### config.mk
export PLATFORM = sky130hd
export DESIGN_NAME = vga_timing_gen
export DESIGN_NICKNAME = d
export VERILOG_FILES = /design/src/rtl/vga_timing_gen_pkg.sv /design/src/rtl/vga_timing_gen_axis_fsm.sv /design/src/rtl/vga_timing_gen.sv
export SDC_FILE = /design/constraint.sdc
export NUM_CORES = 1
export LEC_CHECK = 0
export CORE_UTILIZATION = 40
export CTS_CLUSTER_DIAMETER = 200
export DETAILED_ROUTE_END_ITERATION = 6
export SETUP_SLACK_MARGIN = 0.02
export SLEW_MARGIN = 10
export SYNTH_ARGS = -nofsm -noshare
export SYNTH_HDL_FRONTEND = slang
export SYNTH_SLANG_ARGS = --single-unit
export TNS_END_PERCENT = 50
### constraint.sdc
create_clock -name clk -period 6.7 [get_ports clk]
set_clock_uncertainty 0.05 [all_clocks]
set_input_delay 1.005 -clock clk [delete_from_list [all_inputs] [get_ports clk]]
set_output_delay 1.005 -clock clk [all_outputs]
set_load 0.03 [all_outputs]
### src/rtl/vga_timing_gen_pkg.sv
// Shared timing defaults, widths and axis state encoding for the VGA raster generator.
package vga_timing_gen_pkg;

    // 640x480@60 defaults
    localparam int unsigned H_ACTIVE_DEF = 640;
    localparam int unsigned H_FRONT_DEF  = 16;
    localparam int unsigned H_SYNC_DEF   = 96;
    localparam int unsigned H_BACK_DEF   = 48;
    localparam int unsigned V_ACTIVE_DEF = 480;
    localparam int unsigned V_FRONT_DEF  = 10;
    localparam int unsigned V_SYNC_DEF   = 2;
    localparam int unsigned V_BACK_DEF   = 33;

    localparam int unsigned POS_W   = 10;
    localparam int unsigned Y_W     = 9;
    localparam int unsigned FRAME_W = 10;

    typedef enum logic [1:0] {
        ST_ACTIVE = 2'd0,
        ST_FRONT  = 2'd1,
        ST_SYNC   = 2'd2,
        ST_BACK   = 2'd3
    } axis_state_e;

    // Phase order along one axis
    function automatic axis_state_e next_phase(input axis_state_e s);
        axis_state_e n;
        n = ST_ACTIVE;
        case (s)
            ST_ACTIVE: n = ST_FRONT;
            ST_FRONT:  n = ST_SYNC;
            ST_SYNC:   n = ST_BACK;
            ST_BACK:   n = ST_ACTIVE;
            default:   n = ST_ACTIVE;
        endcase
        return n;
    endfunction

endpackage

### src/rtl/vga_timing_gen_axis_fsm.sv
// One raster axis: position counter plus ACTIVE/FRONT/SYNC/BACK phase FSM.
// Ports: clk, rst_n, step (advance one unit); pos (current position),
//        in_active/in_sync (current phase decode), wrap (last unit of the axis).
module vga_axis_fsm
    import vga_timing_gen_pkg::*;
#(
    parameter int unsigned ACTIVE = H_ACTIVE_DEF,
    parameter int unsigned FRONT  = H_FRONT_DEF,
    parameter int unsigned SYNC   = H_SYNC_DEF,
    parameter int unsigned BACK   = H_BACK_DEF
) (
    input  logic             clk,
    input  logic             rst_n,
    input  logic             step,
    output logic [POS_W-1:0] pos,
    output logic             in_active,
    output logic             in_sync,
    output logic             wrap
);

    localparam int unsigned TOTAL = ACTIVE + FRONT + SYNC + BACK;

    axis_state_e      state, state_nxt;
    logic [POS_W-1:0] phase_cnt, phase_nxt;
    logic [POS_W-1:0] pos_nxt;

    // Reload value (length - 1) for the phase being entered
    function automatic logic [POS_W-1:0] phase_last(input axis_state_e s);
        logic [POS_W-1:0] r;
        r = POS_W'(ACTIVE - 1);
        case (s)
            ST_ACTIVE: r = POS_W'(ACTIVE - 1);
            ST_FRONT:  r = POS_W'(FRONT - 1);
            ST_SYNC:   r = POS_W'(SYNC - 1);
            ST_BACK:   r = POS_W'(BACK - 1);
            default:   r = POS_W'(ACTIVE - 1);
        endcase
        return r;
    endfunction

    // State, phase and position registers
    always_ff @(posedge clk or negedge rst_n) begin
        if (!rst_n) begin
            state     <= ST_ACTIVE;
            phase_cnt <= POS_W'(ACTIVE - 1);
            pos       <= '0;
        end else begin
            state     <= state_nxt;
            phase_cnt <= phase_nxt;
            pos       <= pos_nxt;
        end
    end

    // Next state: phase counter counts down, state moves on the last unit of a phase
    always_comb begin
        state_nxt = state;
        phase_nxt = phase_cnt;
        pos_nxt   = pos;
        if (step) begin
            pos_nxt = (pos == POS_W'(TOTAL - 1)) ? '0 : pos + POS_W'(1);
            if (phase_cnt == '0) begin
                state_nxt = next_phase(state);
                phase_nxt = phase_last(next_phase(state));
            end else begin
                phase_nxt = phase_cnt - POS_W'(1);
            end
        end
    end

    assign in_active = (state == ST_ACTIVE);
    assign in_sync   = (state == ST_SYNC);
    // Last unit of BACK is the last position of the axis
    assign wrap      = (state == ST_BACK) && (phase_cnt == '0);

endmodule

### src/rtl/vga_timing_gen.sv
// VGA raster timing source: registered x/y, frame_active, syncs, line/frame strobes
// and a free-running frame counter. Advances one pixel per pix_en.
// Ports: clk, rst_n, pix_en in; x, y, frame_active, h_sync, v_sync,
//        line_start, frame_start, frame_ctr out (all registered).
module vga_timing_gen
    import vga_timing_gen_pkg::*;
#(
    parameter int unsigned H_ACTIVE = H_ACTIVE_DEF,
    parameter int unsigned H_FRONT  = H_FRONT_DEF,
    parameter int unsigned H_SYNC   = H_SYNC_DEF,
    parameter int unsigned H_BACK   = H_BACK_DEF,
    parameter int unsigned V_ACTIVE = V_ACTIVE_DEF,
    parameter int unsigned V_FRONT  = V_FRONT_DEF,
    parameter int unsigned V_SYNC   = V_SYNC_DEF,
    parameter int unsigned V_BACK   = V_BACK_DEF,
    parameter bit          SYNC_NEG = 1'b1
) (
    input  logic               clk,
    input  logic               rst_n,
    input  logic               pix_en,
    output logic [POS_W-1:0]   x,
    output logic [Y_W-1:0]     y,
    output logic               frame_active,
    output logic               h_sync,
    output logic               v_sync,
    output logic               line_start,
    output logic               frame_start,
    output logic [FRAME_W-1:0] frame_ctr
);

    logic [POS_W-1:0] h_pos, v_pos;
    logic             h_in_active, h_in_sync, h_wrap;
    logic             v_in_active, v_in_sync, v_wrap_unused;
    logic             v_step;

    // Vertical axis advances on the horizontal wrap pixel
    assign v_step = pix_en & h_wrap;

    vga_axis_fsm #(
        .ACTIVE(H_ACTIVE), .FRONT(H_FRONT), .SYNC(H_SYNC), .BACK(H_BACK)
    ) u_h_axis (
        .clk       (clk),
        .rst_n     (rst_n),
        .step      (pix_en),
        .pos       (h_pos),
        .in_active (h_in_active),
        .in_sync   (h_in_sync),
        .wrap      (h_wrap)
    );

    vga_axis_fsm #(
        .ACTIVE(V_ACTIVE), .FRONT(V_FRONT), .SYNC(V_SYNC), .BACK(V_BACK)
    ) u_v_axis (
        .clk       (clk),
        .rst_n     (rst_n),
        .step      (v_step),
        .pos       (v_pos),
        .in_active (v_in_active),
        .in_sync   (v_in_sync),
        .wrap      (v_wrap_unused)
    );

    // Output registers load the decode of the current position; strobes self-clear
    always_ff @(posedge clk or negedge rst_n) begin
        if (!rst_n) begin
            x            <= '0;
            y            <= '0;
            frame_active <= 1'b0;
            h_sync       <= SYNC_NEG;
            v_sync       <= SYNC_NEG;
            line_start   <= 1'b0;
            frame_start  <= 1'b0;
            frame_ctr    <= '0;
        end else begin
            line_start  <= 1'b0;
            frame_start <= 1'b0;
            if (pix_en) begin
                x            <= h_pos;
                y            <= v_pos[Y_W-1:0];
                frame_active <= h_in_active & v_in_active;
                h_sync       <= h_in_sync ^ SYNC_NEG;
                v_sync       <= v_in_sync ^ SYNC_NEG;
                line_start   <= (h_pos == '0);
                frame_start  <= (h_pos == '0) && (v_pos == '0);
                if ((h_pos == '0) && (v_pos == '0)) begin
                    frame_ctr <= frame_ctr + FRAME_W'(1);
                end
            end
        end
    end

endmodule

---- Word-level counts from Yosys, hierarchy flattened ----
Cells that the tools add are included.
W data, S select, Z words.
word-level totals
  register bits ........................... 78
  bits of input ports ..................... 3
operators by class
  mux-type cells .......................... 14
  add/subtract/negate cells ............... 5
  bitwise gates (word level) .............. 4
  equal/unequal tests ..................... 14
  reduce and logical (&&, ||, !) cells .... 13
operators by type and width
  operator                 count
  $pmux W10 S4             2
  $logic_not A10 Y1        4
  $mux W10                 4
  $add A10 B1 Y10 const B  3
  $eq A10 B10 Y1 const B   2
  $sub A10 B1 Y10 const B  2
  $eq A2 B2 Y1 const B     8
  $pmux W2 S4              2
  $eq A2 B1 Y1 const B     4
  $logic_not A2 Y1         4
  $mux W2                  4
  $reduce_and A2 Y1        3
  $and A1 B1 Y1            2
  $logic_and A1 B1 Y1      2
  $mux W1                  2
  $not A1 Y1               2

---- Depth between registers and ports, before layout ----
  depth after elaboration ................. 7
  depth in mapped cells ................... 9
  gate-level depth less buffers ........... 6

---- By module ----
A second synthesis with hierarchy kept.
unflattened totals
  cells, all modules ...................... 341
  area, all modules ....................... 3856.2 um^2
by module, submodules not included
  module                   area an instance (um^2)  times used  seq. area each (um^2)  cells each
  vga_timing_gen           1430.1                   1           853.3                  103
  vga_axis_fsm (u_v_axis)  1238.7                   1           560.5                  122
  vga_axis_fsm (u_h_axis)  1187.4                   1           560.5                  116

---- Least setup slack after synthesis ----
No wires, ideal clock.
  kind .................................... input to register
  start ................................... in pix_en
  end ..................................... reg u_v_axis.phase_cnt[4]
  data required time ...................... 6.568 ns
  setup slack ............................. 3.927 ns
  path buffers ............................ 1
  library setup time ...................... 0.082 ns
  arrival ................................. 2.641 ns
  cell stages on the path ................. 5
  path through ............................ or4b_1 > or4_4 > buf_6 > nor3_1 > mux2_2
between the ends
  word-level cells in the longest chain between the ends .. 1
RTL lines
  what                    RTL line                       text
  start: declaration      vga_timing_gen.sv:20           input logic pix_en,
  $and A1 B1 Y1           vga_timing_gen.sv:37           assign v_step = pix_en & h_wrap;
  end signal: assignment  vga_timing_gen_axis_fsm.sv:45  phase_cnt <= POS_W'(ACTIVE - 1);
  end signal: assignment  vga_timing_gen_axis_fsm.sv:49  phase_cnt <= phase_nxt;
  end: declaration        vga_timing_gen_axis_fsm.sv:24  logic [POS_W-1:0] phase_cnt, phase_nxt;
No other way between the ends.
A chain may end at the register's enable or synchronous reset.

---- Worst setup path after layout ----
Ends and elaborated chain as after synthesis.

==> impl_metrics.csv <==
group,metric,value,unit
die,die-area,0.0100,sq mm
die,num_rows,35,
layout,post-route-util,49.1,%
sta,hold_violations,0,
placed_design,gp_congestion,0.769,
routing,antenna_left,0,
worst_setup_path,startpoint_type,"primary input",
sta,layout_min_cycle_time,3350,ps
layout,area_growth,18.2,%
cts,root_buffer,"clkbuf_8",
die,die_w,100,um
routing,wire_per_inst,13.8,um
yosys,yosysWarnings,0,
cts,cts_htree_levels,3,
worst_setup_path,critPathKind,"in2reg",
routing,drtPass1Iterations,4,
pwr,power_leakage,2.03,nW
yosys,synth_edf_count,0,
placed_design,port_buffers,36,
worst_setup_path,slowest_stage,"or4_4",
yosys,avgSynthCellArea,10.7,sq um
grt,track_usage,16.2,%
yosys,ys_ff_latch,78,
die,die_y,100,um
routing,drc,0,
layout,diodes,0,
pwr,p_total,0.00130,W
worst_setup_path,reg2reg_depth,6,
cts,cts_made_buffers,9,
worst_setup_path,worstPathMaxFanout,40,
cts,clk_latency,350,ps
sta,setup_tns,0,ps
worst_setup_path,critPathBufInv,2,
yosys,synth.distinct_cells,48,
grt,grt_pass1_wl,12900,um
sta,fmax,0.298,GHz
yosys,synth_flop_cell,"dfrtp_1",
die,start_util,41.5,%
sta,min_period_over_period,50.0,%
routing,drt_wl_total,7310,um
grt,grt_overflow,0,
layout,layout_commonest_cell,"dfrtp_1",
layout,mostFrequentLayoutCells,"dfrtp_1 (60), clkdlybuf4s50_1 (35), mux2_2 (27)",
run_status,status,"complete, no violations",
sta,setup_viol,0,
yosys,async_flop_share,100,%
sta,slew_viol_final,0,
cts,holdBufCountCts,0,
min_path,min_path_cells,1,
worst_setup_path,crit_family,"simple AND/OR/NAND/NOR gates",
routing,viasPerCell,5.19,
yosys,synth_nets,379,
layout,final_nets,417,
worst_setup_path,critPathMaxStageDelay,610,ps
yosys,netlist_area,0.00385,sq mm
sta,slew-limit-headroom,35.3,%
min_path,hold_class,"reg2reg",
sta,rsz0062_at_grt,"false",
worst_setup_path,path_depth,6,
die,boundaryPins,37,
yosys,seq_area_frac_synth,51.2,%
cts,clkTransAtPathRegs,80,ps
routing,vias,2756,
yosys,netlist_instances,360,
worst_setup_path,crit_path_end_kind,"flip-flop",
routing,drtIter0Drc,100,
layout,nFillCells,888,
grt,grt_start_max_net_pins,79,
pwr,vdd_drop_max,0.000118,V
cts,cts_sinks,78,
grt,antenna_found_initial,0,
cts,cts_repair_resize_count,0,
worst_setup_path,crit_required,6930,ps
worst_setup_path,arrival,3580,ps
worst_setup_path,crit_chain,"clkdlybuf4s50_1 > buf_4 > or4b_1 > or4_4 > nor3_1 > mux2_2",
sta,worstMarginPinSlew,971,ps
grt,grt_pass1_vias,2733,
placed_design,dp_hpwl,4920,um
cts,cts_buffer_depth,2,
cts,cts_setup_buffers,0,
job,maxCapViolCount,0,
pwr,p_per_area,286,mW/mm^2
die,core-area,0.00928,sq mm
cts,cts_tree,"yes",
layout,layout-drive-gt1-share,16.9,%
## layer usage
layer  up-vias  wire length [um]  GRT usage [%]
met5         -                 0              0
met4         0               114           6.91
met3        11               155           2.99
met2        31              3400           25.7
met1      1348              3640           21.8
li1       1366                 -              -
## per-stage QoR
stage	worst slack, ps	hold WS [ps]	std cells	instance area [sq um]
2_1_floorplan	3930	406	360	3850
6_report	3350	423	531	4560
4_1_cts	3330	429	531	4560
3_3_place_gp	2990	406	516	4340
3_5_place_dp	2970	417	516	4340
5_1_grt	3250	436	531	4560
## final timing paths
| path | endpoint | start | slack [ps] |
|---|---|---|---|
| setup / recovery | u_v_axis.phase_cnt[4]$_DFFE_PN1P_ | pix_en | 3350 |
| hold / removal | frame_ctr[9]$_DFFE_PN0P_ | frame_ctr[9]$_DFFE_PN0P_ | 420 |
| setup reg to reg | u_v_axis.phase_cnt[4]$_DFFE_PN1P_ | u_h_axis.phase_cnt[0]$_DFFE_PN1P_ | 4260 |
| hold reg to reg | frame_ctr[9]$_DFFE_PN0P_ | frame_ctr[9]$_DFFE_PN0P_ | 420 |
| max in group asynchronous | u_h_axis.pos[5]$_DFFE_PN0P_ | rst_n | 5210 |
| min in group asynchronous | frame_ctr[5]$_DFFE_PN0P_ | rst_n | 740 |
## cell usage after synthesis (10+ instances only)
library cell	instances	area (sq um)
a21oi_1	17	85.1
dfrtp_1	60	1500
dfstp_2	18	473
ha_1	16	200
inv_1	25	93.8
mux2_2	27	304
nand2_1	21	78.8
nand3_1	15	75.1
nand4_1	10	62.6
nor2_1	17	63.8
nor3_1	22	110
o21ai_0	15	75.1
xor2_1	12	105
## cell type report
class / instances / area, sq um / share of cell area, %
Inverter: 25 / 93.8 / 2.06
Clock inverter: 5 / 81.3 / 1.79
Clock buffer: 10 / 138 / 3.02
Timing Repair Buffer: 38 / 373 / 8.18
Sequential cell: 78 / 1970 / 43.3
Tap cell: 129 / 161 / 3.54
Multi-Input combinational cell: 246 / 1730 / 38.1
## worst register-to-register path, cell delays in order (launching register included)
cell and delay [ps]:
dfstp_2 380, inv_1 90, ha_1 200, or4b_1 580, or4_4 530, nor3_1 210, mux2_2 350
## cells by family after synthesis
family | after synthesis | share of synthesized area, %
AO/OA/AOI/OAI | 54 | 8.57
adder cells (fa/ha/maj) | 16 | 5.19
multiplexers | 29 | 8.41
XOR/XNOR | 20 | 4.55
AND/OR/NAND/NOR | 127 | 18.1
buffers and inverters | 36 | 3.93
flip-flops | 78 | 51.2
## registers in the layout, summed over array words and instances (netlist names), 2 cells and up
name / count
u_h_axis.state: 2
y: 9
x: 10
u_h_axis.phase_cnt: 10
frame_ctr: 10
u_h_axis.pos: 10
u_v_axis.state: 2
u_v_axis.phase_cnt: 10
u_v_axis.pos: 10
## power breakdown
group,switching [W],internal (W)
combinational,0.000148,0.000124
sequential,0.0000792,0.000558
clock,0.000175,0.000219
total,0.000402,0.000900
No activity file was read; power rests on OpenSTA's default activity.
